===== src/rtl/spm_seq_ctrl_if.sv =====
// Host-side handshake bundle for spm_seq_ctrl: operand request channel and result channel.
interface spm_seq_ctrl_if #(
    parameter int WIDTH = 32
);
    logic               in_valid;
    logic               in_ready;
    logic [WIDTH-1:0]   op_a;
    logic [WIDTH-1:0]   op_b;
    logic               out_valid;
    logic               out_ready;
    logic [2*WIDTH-1:0] result;

    modport master (
        output in_valid, op_a, op_b, out_ready,
        input  in_ready, out_valid, result
    );

    modport slave (
        input  in_valid, op_a, op_b, out_ready,
        output in_ready, out_valid, result
    );
endinterface


===== src/rtl/spm_seq_ctrl.sv =====
// Operation sequencer for the serial-parallel multiplier: feeds one operand pair, collects the 2*WIDTH-bit product.
// Optional feature macro SPM_SEQ_CTRL_FLUSH_EN adds a WIDTH-cycle FLUSH state after each result handoff.
module spm_seq_ctrl #(
    parameter int WIDTH = 32,
    parameter int P_LAT = 1
) (
    input  logic             clk,
    input  logic             rst,
    spm_seq_ctrl_if.slave    bus,
    output logic             busy,
    output logic [WIDTH-1:0] spm_x,
    output logic             spm_y,
    input  logic             spm_p
);
    localparam int SHIFT_LEN = 2 * WIDTH + P_LAT;
    localparam int CNT_W     = $clog2(SHIFT_LEN + 1);
    localparam logic [CNT_W-1:0] CNT_LAST = CNT_W'(SHIFT_LEN - 1);
    localparam logic [CNT_W-1:0] CNT_CAP  = CNT_W'(P_LAT);

`ifdef SPM_SEQ_CTRL_FLUSH_EN
    localparam logic [CNT_W-1:0] FLUSH_LAST = CNT_W'(WIDTH - 1);
    typedef enum logic [1:0] {IDLE, SHIFT, DONE, FLUSH} state_t;
`else
    typedef enum logic [1:0] {IDLE, SHIFT, DONE} state_t;
`endif

    state_t             state_q, state_d;
    logic [CNT_W-1:0]   cnt_q;
    logic [WIDTH-1:0]   b_sr_q;
    logic [2*WIDTH-1:0] result_q;
    logic               out_valid_q;
    logic               handoff;

    assign bus.in_ready  = (state_q == IDLE);
    assign busy          = (state_q != IDLE);
    assign bus.out_valid = out_valid_q;
    assign bus.result    = result_q;
    assign handoff       = out_valid_q && bus.out_ready;

    always_comb begin
        // NOTE: default first so every path assigns state_d and no latch is inferred.
        state_d = state_q;
        unique case (state_q)
            IDLE:  if (bus.in_valid) state_d = SHIFT;
            SHIFT: if (cnt_q == CNT_LAST) state_d = DONE;
`ifdef SPM_SEQ_CTRL_FLUSH_EN
            DONE:  if (handoff) state_d = FLUSH;
            FLUSH: if (cnt_q == FLUSH_LAST) state_d = IDLE;
`else
            DONE:  if (handoff) state_d = IDLE;
`endif
            default: state_d = IDLE;
        endcase
    end

    // NOTE: non-blocking assignments so every register samples pre-edge values.
    always_ff @(posedge clk or negedge rst) begin
        if (!rst) begin
            state_q     <= IDLE;
            cnt_q       <= '0;
            b_sr_q      <= '0;
            result_q    <= '0;
            out_valid_q <= 1'b0;
            spm_x       <= '0;
            spm_y       <= 1'b0;
        end else begin
            state_q     <= state_d;
            // Registered out_valid rises one cycle after DONE is entered and drops on handoff.
            out_valid_q <= (state_q == DONE) && (state_d == DONE);
            unique case (state_q)
                IDLE: begin
                    if (bus.in_valid) begin
                        cnt_q    <= '0;
                        result_q <= '0;
                        spm_x    <= bus.op_a;
                        spm_y    <= bus.op_b[0];
                        b_sr_q   <= bus.op_b >> 1;
                    end
                end
                SHIFT: begin
                    // Product bit k is on spm_p when cnt == k + P_LAT.
                    if (cnt_q >= CNT_CAP) begin
                        result_q <= {spm_p, result_q[2*WIDTH-1:1]};
                    end
                    // The shift register empties after WIDTH bits, so spm_y zero-extends the multiplier.
                    spm_y  <= b_sr_q[0];
                    b_sr_q <= b_sr_q >> 1;
                    if (cnt_q == CNT_LAST) begin
                        cnt_q <= '0;
                        spm_x <= '0;
                        spm_y <= 1'b0;
                    end else begin
                        cnt_q <= cnt_q + 1'b1;
                    end
                end
                DONE: cnt_q <= '0;
`ifdef SPM_SEQ_CTRL_FLUSH_EN
                FLUSH: cnt_q <= (cnt_q == FLUSH_LAST) ? '0 : cnt_q + 1'b1;
`endif
                default: ;
            endcase
        end
    end
endmodule


===== src/flat_wrapper.sv =====
// flat-port wrapper written by rule: the top's interface ports become plain ports
module spm_seq_ctrl_flat 
#(
    parameter int WIDTH = 32,
    parameter int P_LAT = 1
)
  (clk, rst, busy, spm_x, spm_y, spm_p, bus_in_valid, bus_op_a, bus_op_b, bus_out_ready, bus_in_ready, bus_out_valid, bus_result);
  spm_seq_ctrl_if #(.WIDTH(WIDTH)) bus_i ();
  input  logic clk;
  input  logic rst;
  output logic busy;
  output logic [WIDTH-1:0] spm_x;
  output logic spm_y;
  input  logic spm_p;
  input wire logic [$bits(bus_i.in_valid)-1:0] bus_in_valid;
  input wire logic [$bits(bus_i.op_a)-1:0] bus_op_a;
  input wire logic [$bits(bus_i.op_b)-1:0] bus_op_b;
  input wire logic [$bits(bus_i.out_ready)-1:0] bus_out_ready;
  output wire logic [$bits(bus_i.in_ready)-1:0] bus_in_ready;
  output wire logic [$bits(bus_i.out_valid)-1:0] bus_out_valid;
  output wire logic [$bits(bus_i.result)-1:0] bus_result;
  assign bus_i.in_valid = bus_in_valid;
  assign bus_i.op_a = bus_op_a;
  assign bus_i.op_b = bus_op_b;
  assign bus_i.out_ready = bus_out_ready;
  assign bus_in_ready = bus_i.in_ready;
  assign bus_out_valid = bus_i.out_valid;
  assign bus_result = bus_i.result;
  spm_seq_ctrl #(.WIDTH(WIDTH), .P_LAT(P_LAT)) u_core (.clk(clk), .rst(rst), .bus(bus_i), .busy(busy), .spm_x(spm_x), .spm_y(spm_y), .spm_p(spm_p));
endmodule

===== config.mk =====
export PLATFORM = sky130hd
export DESIGN_NAME = spm_seq_ctrl_flat
export DESIGN_NICKNAME = d
export VERILOG_FILES = /design/src/rtl/spm_seq_ctrl_if.sv /design/src/rtl/spm_seq_ctrl.sv /design/src/flat_wrapper.sv
export SDC_FILE = /design/constraint.sdc
export NUM_CORES = 1
export LEC_CHECK = 0
export ABC_AREA = 0
export CORE_MARGIN = 10
export CORE_UTILIZATION = 45
export CTS_CLUSTER_SIZE = 10
export DETAILED_ROUTE_END_ITERATION = 16
export PLACE_DENSITY = 0.86
export RECOVER_POWER = 50
export SETUP_SLACK_MARGIN = 0.02
export SLEW_MARGIN = 20
export SYNTH_ARGS = -nofsm -noshare
export SYNTH_HDL_FRONTEND = slang
export SYNTH_SLANG_ARGS = --single-unit

===== constraint.sdc =====
create_clock -name clk -period 2.13 [get_ports clk]
set_input_delay 0.426 -clock clk [delete_from_list [all_inputs] [get_ports clk]]
set_output_delay 0.426 -clock clk [all_outputs]
set_load 0.03 [all_outputs]

# Word-level counts from Yosys, hierarchy flattened
# Cells that the tools add are included.
# classes
n_addsub	1
magnitude_cmp	1
n_eq_ne	7
n_mux	18
n_reduce_logical	10
# ops
operator	n
2-to-1 mux 64 bit	2
one-hot mux 32 bit (2 select lines)	2
one-hot mux 64 bit (2 select lines)	1
2-to-1 mux 32 bit	3
one-hot mux 7 bit (3 select lines)	1
2-to-1 mux 7 bit	2
adder 7 x 1 -> 7 bit, second input constant	1
== test 7 bit, second input constant	1
>= comparator 7 x 1 -> 1 bit, second input constant	1
2-to-1 mux 2 bit	3
one-hot mux 2 bit (3 select lines)	1
AND reduction 3 bit	2
== test 2 bit, second input constant	2
!= test 2 x 1 -> 1 bit, second input constant	2
AND reduction 2 bit	2
nonzero test 2 bit	2
nonzero test 3 bit	1
== test 2 x 1 -> 1 bit, second input constant	1
logical AND 1 bit	2
logical NOT 2 bit	1
2-to-1 mux 1 bit	2
!= test 2 bit, second input constant	1
one-hot mux 1 bit (2 select lines)	1
# totals
ff_bits	139
input_bits	69
wordCells	44

# Logic depth before layout (Yosys ltp)
# Gate-level depths: netlist of the first run.
# depth
ltp_word	5
mapped_depth	7
ltp_nobuf	5

# Least setup slack after synthesis of the first run
# OpenSTA, ideal clock, no wires.
# synth_timing
path_type	register to output
start	register u_core.state_q[0]
end	output port busy
arrival_time_ns	1.374
slack_ns	0.330
stages_incl_launch_ff	4
path_cell_list	dfrtp_1 > buf_2 > nor2_1 > inv_1
# synth_between
elab_chain_len	1
# synth_lines
item	line	source
start: declaration	spm_seq_ctrl.sv:27	state_t state_q, state_d;
start signal: assignment	spm_seq_ctrl.sv:67	state_q <= state_d;
nonzero test 2 bit	spm_seq_ctrl.sv:35	assign busy = (state_q != IDLE);
end: declaration	flat_wrapper.sv:11	output logic busy;
# Every way passes these cells.

# Worst setup path in the final report of the first run
# layout_timing
start	register u_core.state_q[0]
end	register u_core.result_q[11] (netlist: u_core.bus.result[11])
# layout_between
elab_chain_len	3
# layout_lines
item	line	source
== test 2 x 1 -> 1 bit or logical NOT 2 bit (tied branches)	spm_seq_ctrl.sv:70	unique case (state_q)
!= test 2 x 1 -> 1 bit (no source line), or another cell as far along	-	
AND reduction 3 bit (no source line)	-	
end signal: assignment	spm_seq_ctrl.sv:83	result_q <= {spm_p, result_q[2*WIDTH-1:1]};
end: declaration	spm_seq_ctrl.sv:30	logic [2*WIDTH-1:0] result_q;
# Several ways; a longest one is shown, not always the timed one.
# A chain may end at the register's enable or synchronous reset.

==> key figures, run 1 <==
Outcome
  • Status: complete, no violations

Setup path
  • CP Data Arrival Time: 2.32 ns
  • Crit-path slowest cell: buf_4
  • Startpoint types: flop
  • CP delay by family, top: buffers and inverters
  • Critical path cell sequence: buf_4 -> nand2b_1 -> a31oi_4 -> buf_12 -> a22o_1
  • Worst Setup End Kind: flop
  • Slowest Stage Delay on Critical Path: 0.42 ns
  • Worst path required time: 2.48 ns
  • Critical path class: reg -> reg
  • WP buf/inv: 2
  • Crit-path max FO: 64

Drt
  • Vias per cell: approximately 5.8
  • DRT iter0 DRCs: 416
  • Remaining DRCs: 0
  • Detail Route Antenna Nets: 0
  • Via count: 4722
  • Post-Route WL: approximately 16 mm
  • Router iterations before antenna repair: 5
  • Routed len/inst: between 15 and 20 um

Yosys
  • Post-synth cell types: 40
  • Top_reg_cell synth: dfrtp_1
  • Cell count after synthesis: 470
  • Ys async rst share: 100%
  • Syn nets: between 500 and 600
  • Warnings, synthesis: 0
  • Top cells by count, synth: 138 x dfrtp_1, 65 x a22o_1, 61 x a22oi_1, 37 x nand2_1, 35 x o21ai_0
  • Most frequent cell after synthesis: dfrtp_1
  • Mean Syn Cell Area: 12.4 um^2
  • Seq cells post-synth: approximately 140
  • Mapped cell area: 5830 um^2
  • Number of flops mapped to enable cells by yosys: 0
  • Top cell type's share of synthesized area: about 60%
  • Synth area leaders: dfrtp_1 59%, a22o_1 9.8%, a22oi_1 7.9%
  • Largest area contributor in the netlist: dfrtp_1
  • Seq/Total Area, Yosys: 59.2%

Timing
  • Relative max-transition margin: 9.40%
  • Slew Limit Fails: 0
  • Finish-stage setup viols: 0
  • Final worst path period share: about 90%
  • Hold slack: slightly above 0.5 ns
  • Setup TNS Final: 0 ns
  • Hold Vio Cnt, Final: 0
  • Layout Skew: 0.00612 ns
  • Tmin final: 1.97 ns
  • Worst-margin pin slew: 1.36 ns
  • Unrepaired setup endpoints after global routing: false
  • Fmax: between 500 and 600 MHz

Final layout
  • # fillers: around 940
  • Area of the multi-input gates: slightly above 2000 um^2
  • N_diodes: 0
  • Register area: 3450 um^2
  • Layout Nets: 701
  • Final Core Density: 65.1%
  • Area grow syn2layout: 41.4%
  • Share of layout cells above drive strength 1: 9.35%

Place
  • Port Buffers: 168
  • DP HPWL: approximately 11 mm
  • GPL Wtd Cong: roughly 0.90

Power and ir drop
  • Pwr Density: ~810 nW/um^2
  • Worst IR Drop VDD: 0.373 mV
  • Leakage: 3.46 nW

CTS
  • Clock Path Buffers: 2
  • TritonCTS clock tree: yes
  • Clock slew at reported path FFs: around 0.06 ns
  • Number of buffers created by CTS: 17
  • Depth of the CTS H-tree: 4
  • Worst skew pair latency: 0.42 ns
  • CTS Root Cell: clkbuf_16
  • CTS Sinks: 138

Floorplan
  • Core area: 12700 um^2
  • Rows: between 40 and 50
  • DIE WIDTH: 134 um
  • DIE AREA: 17900 um^2
  • Starting Density: 46.0%
  • Die Y: 134 um
  • # IOs: 169

Global routing
  • Vias in the first global route: approximately 4800
  • Largest net degree at the start of global routing: 65
  • Total gr overflow: 0
  • Initial antenna violation count: 0
  • All-Layer GR Usage: 17.7%
  • First-pass GRT wire length: 25.8 mm

Flow run
  • Max-Cap Viols: 0

Hold path
  • HP Class: reg -> reg
-- cells by family (layout without fill, tap and decap cells) --
| logic type | after synthesis | after routing | synth area share (%) |
|---|---|---|---|
| flip-flops | 138 | 138 | 59.2 |
| adder cells (fa/ha/maj) | 3 | 3 | 0.644 |
| buffers and inverters | 52 | 224 | 5.80 |
| multiplexers | 1 | 1 | 0.172 |
| AO/OA/AOI/OAI | 212 | 212 | 28.1 |
| AND/OR/NAND/NOR | 64 | 64 | 6.07 |
-- layout make-up --
class,count,share of cell area (%)
timing repair buffer,185,22.4
tap,172,2.61
multi-input combinational,280,24.8
clock inverter,12,2.37
sequential,138,41.9
clock buffer,20,5.54
inverter,7,0.319
-- final timing paths --
kind	start	to	slack, ns	depth (start not counted)
max in group asynchronous	rst	u_core.cnt_q[2]	0.28	3
max	u_core.state_q[0]	u_core.bus.result[11]	0.16	5
min	u_core.spm_x[26]	u_core.spm_x[26]	0.51	2
max reg2reg	u_core.state_q[0]	u_core.bus.result[11]	0.16	5
min in group asynchronous	rst	u_core.bus.result[20]	0.87	2
min reg2reg	u_core.spm_x[26]	u_core.spm_x[26]	0.51	2
-- stage by stage --
step	setup WS, ns	instance area, um^2	cells	power, mW
after global routing	0.0378	8240	814	6.84
after floorplan	0.330	5830	470	3.05
after detailed placement	0.138	7630	781	3.45
after global placement	0.207	7630	781	3.44
final	0.161	8240	814	6.64
after CTS	0.129	8290	814	6.70
-- layer usage --
layer / vias to the layer above / global-route usage [%] / part of all wire, %
met3: 31 / 6.09 / 8.5
met4: 0 / 7.50 / 2.2
li1: 2124 / - / -
met2: 207 / 27.6 / 48
met1: 2360 / 21.9 / 42
met5: - / 0 / 0
-- layout by cell type (no fill, tap or decap), types with 3 or more instances in the layout --
cell             instances
clkbuf_16               17
a22oi_1                 61
inv_1                    7
o31a_1                   3
nand2_1                 37
buf_4                    6
a22o_1                  65
o211ai_1                 5
clkinv_2                 4
buf_12                   4
or3b_2                   4
clkdlybuf4s50_1        159
nor2_1                   3
dlygate4sd3_1            7
ha_1                     3
dfrtp_1                138
o2bb2ai_1               32
clkbuf_1                 3
bufinv_16                5
o21ai_0                 35
-- state kept, by name (all words and copies together), names as in the netlist --
register,cells
u_core.bus.out_valid,1
u_core.spm_x,32
u_core.cnt_q,7
u_core.state_q,2
u_core.spm_y,1
u_core.b_sr_q,31
u_core.bus.result,64
-- power breakdown --
group / internal, mW / total (mW) / switching (mW)
registers: 2.70 / 2.76 / 0.0630
clock network: 2.13 / 3.24 / 1.11
logic: 0.305 / 0.633 / 0.328
-- tightest hold or removal path, cell delays in order (launching register included) --
cell       delay (ns)
dfrtp_1          0.37
nand2_1          0.05
o2bb2ai_1        0.05
-- repair_timing --
item                                    4_1_cts  5_1_grt
resized for setup                             1        0
endpoints found under the setup margin        1        0
hold buffers                                  1        0
buffers inserted                              0        0
hold endpoints to repair                      7        0
Power figures use the tool's default switching activity.
==> run 2: changes to the inputs <==
- PLACE_DENSITY: 0.86 -> 0.76
==> run 2 against run 1 <==
Net effect: design area down 0.59%; cell count up 0.25%; core utilization down 0.39 points; clock-buffer cell count up 4; wire length down 1.3%; clock skew about the same; sequential share of layout area up 0.25 points; critical path type is now reg -> out; critical endpoint is now bus_in_ready.
==> key figures, run 2 (same netlist as run 1, synthesis figures left out) <==
Outcome
  • Status: complete, no violations

Final layout
  • Most common cell after layout, fill and taps aside: clkdlybuf4s50_1
  • N_diodes: 0 (unchanged)
  • # fillers: 994 (+5.5%)
  • Most frequent cells in the layout: 162 x clkdlybuf4s50_1, 138 x dfrtp_1, 65 x a22o_1, 61 x a22oi_1, 37 x nand2_1
  • Layout Nets: 703 (+0.29%)
  • Area grow syn2layout: 40.6%
  • Share of layout cells above drive strength 1: 9.01% (-0.34 points)
  • Max reg flops: 64 (unchanged)
  • Design area: 8190 um^2 (-0.59%)
  • Final Core Density: 64.7% (-0.39 points)

CTS
  • TritonCTS clock tree: yes
  • Worst skew pair latency: 0.42 ns (about the same)
  • Clock slew at reported path FFs: 0.05 ns (about the same)
  • Clock Path Buffers: 2 (unchanged)
  • Setup Fix Bufs, Post-CTS: 0 (unchanged)
  • CTS Root Cell: clkbuf_16
  • Number of buffers created by CTS: 17 (unchanged)
  • Depth of the CTS H-tree: 4 (unchanged)
  • CTS Sinks: 138 (unchanged)

Place
  • GPL Wtd Cong: 0.793 (-12%)
  • DP HPWL: 11.0 mm (-0.97%)
  • Port Buffers: 168 (unchanged)
  • Placed inst area: 7650 um^2 (+0.20%)
  • Post-place setup slack: 0.148 ns (+0.00911 ns)

Setup path
  • Slowest Stage Delay on Critical Path: 0.45 ns (+0.03 ns)
  • WP buf/inv: 1 (-1)
  • R2r endpoint: u_core.bus.result[15]
  • Reg2Reg Depth: 6 (+1)
  • Startpoint types: flop
  • CP delay by family, top: buffers and inverters
  • CP Data Arrival Time: 1.54 ns (-0.78 ns)
  • Worst Setup End Kind: output port
  • Crit-path max FO: 3 (-95%)
  • Critical path cell sequence: nor2_1 -> dlygate4sd2_1
  • Flop2flop setup slack: 0.22 ns (+0.06 ns)
  • Crit-path slowest cell: dlygate4sd2_1
  • Worst path required time: 1.70 ns (-0.78 ns)
  • Critical path class: reg -> out
  • Worst r2r src: u_core.cnt_q[1]

Hold path
  • HP Class: reg -> reg
  • WHS Endpoint: u_core.bus.result[0]
  • Hold depth: 1 (-1)
  • Hold Path Origin: u_core.bus.result[0]

Global routing
  • Grt met2 use: 27.8% (+0.14 points)
  • All-Layer GR Usage: 17.7% (-0.038 points)
  • M3 GR Usage: 5.30% (-0.78 points)
  • Largest net degree at the start of global routing: 65 (unchanged)
  • Total gr overflow: 0 (unchanged)
  • Vias in the first global route: 4769 (-1.0%)
  • First-pass GRT wire length: 25.7 mm (-0.46%)
  • Initial antenna violation count: 0 (unchanged)
  • Grt met1 use: 22.2% (+0.24 points)
  • GR peak layer: met2

Drt
  • DRT iter0 DRCs: 466 (+12%)
  • Routed len/inst: 19.5 um (-1.5%)
  • Post-Route WL: 15.9 mm (-1.3%)
  • Detail Route Antenna Nets: 0 (unchanged)
  • Remaining DRCs: 0 (unchanged)
  • Router iterations before antenna repair: 5 (unchanged)
  • Vias per cell: 5.77 (-0.48%)
  • Via count: 4711 (-0.23%)

Floorplan
  • DIE WIDTH: 134 um (unchanged)
  • Rows: 41 (unchanged)
  • # IOs: 169 (unchanged)
  • Core area: 12700 um^2 (unchanged)
  • DIE AREA: 17900 um^2 (unchanged)
  • Starting Density: 46.0% (unchanged)
  • Die Y: 134 um (unchanged)

Timing
  • Tmin final: 1.96 ns (-0.00793 ns)
  • Worst-margin pin slew: 1.36 ns (+0.00468 ns)
  • Relative max-transition margin: 9.09% (-0.31 points)
  • Unrepaired setup endpoints after global routing: false
  • Final WS setup: 0.169 ns (+0.00793 ns)
  • Layout Skew: 0.00580 ns (-0.000321 ns)
  • Finish-stage setup viols: 0 (unchanged)
  • Final worst path period share: 92.1% (-0.37 points)
  • Setup TNS Final: 0 ns (unchanged)
  • Slew Limit Fails: 0 (unchanged)
  • Hold Vio Cnt, Final: 0 (unchanged)
  • Fmax: 510 MHz (+0.40%)

Power and ir drop
  • Worst IR Drop VDD: 0.519 mV (+39%)
  • Leakage: 3.45 nW (-0.46%)
  • Pwr Density: 774 nW/um^2 (-3.8%)

Flow run
  • Max-Cap Viols: 0 (unchanged)
## run 2: changes by cell type in the layout (fill, tap and decap cells not counted), sizes merged
cell	before	now
clkdlybuf4s50	159	162
buf	14	16
bufinv	5	3
clkbuf	24	28
dlygate4sd3	7	4
clkinv	6	4
## run 2: final cells by class
class | instances | area [um^2] | share of cell area (%)
flip-flops and latches | 138 | 3450 | 42.1
multi-input cells | 280 | 2030 | 24.8
repair buffers | 187 | 1880 | 22.9
clock buffers | 24 | 472 | 5.76
well taps | 172 | 215 | 2.63
clock inverters | 8 | 118 | 1.44
inverters | 7 | 26.3 | 0.321
## run 2: power breakdown
part / internal [mW] / switching [mW]
clock: 1.89 / 1.05
combinational: 0.309 / 0.328
sequential: 2.70 / 0.0602
total: 4.90 / 1.44
## run 2: repair_timing
action,in CTS,in global routing
endpoints found under the hold margin,52,0
resized for setup,1,0
setup endpoints to repair,1,0
hold buffers,1,0
## run 2: worst max-delay path by stage
stage                            from                     to  slack [ns]  depth (start not counted)
finish              u_core.state_q[0]           bus_in_ready        0.17                          2
global route                      rst  u_core.bus.result[12]        0.07                          3
CTS                 u_core.state_q[0]           bus_in_ready        0.14                          2
detailed placement       bus_in_valid      u_core.b_sr_q[18]        0.15                          6
global placement         bus_in_valid       u_core.spm_x[27]        0.27                          5
floorplan           u_core.state_q[0]                   busy        0.33                          3
## run 2: through the flow
stage,hold slack [ns],cells,total power [mW]
finish,0.507,816,6.35
global route,0.530,816,6.56
CTS,0.504,816,6.41
detailed placement,0.421,783,3.45
global placement,0.419,783,3.44
floorplan,0.130,470,3.05
## run 2: routing by layer
| metal | wire, um | vias up |
|---|---|---|
| met5 | 0 | - |
| met4 | 349 | 0 |
| met3 | 1100 | 27 |
| met2 | 7700 | 179 |
| met1 | 6750 | 2382 |
| li1 | - | 2123 |
==> run 3: changes to the inputs <==
- CTS_CLUSTER_DIAMETER: not set -> 150
==> results of run 3 <==
Final layout, timing and power as in run 2 (identical DEF).
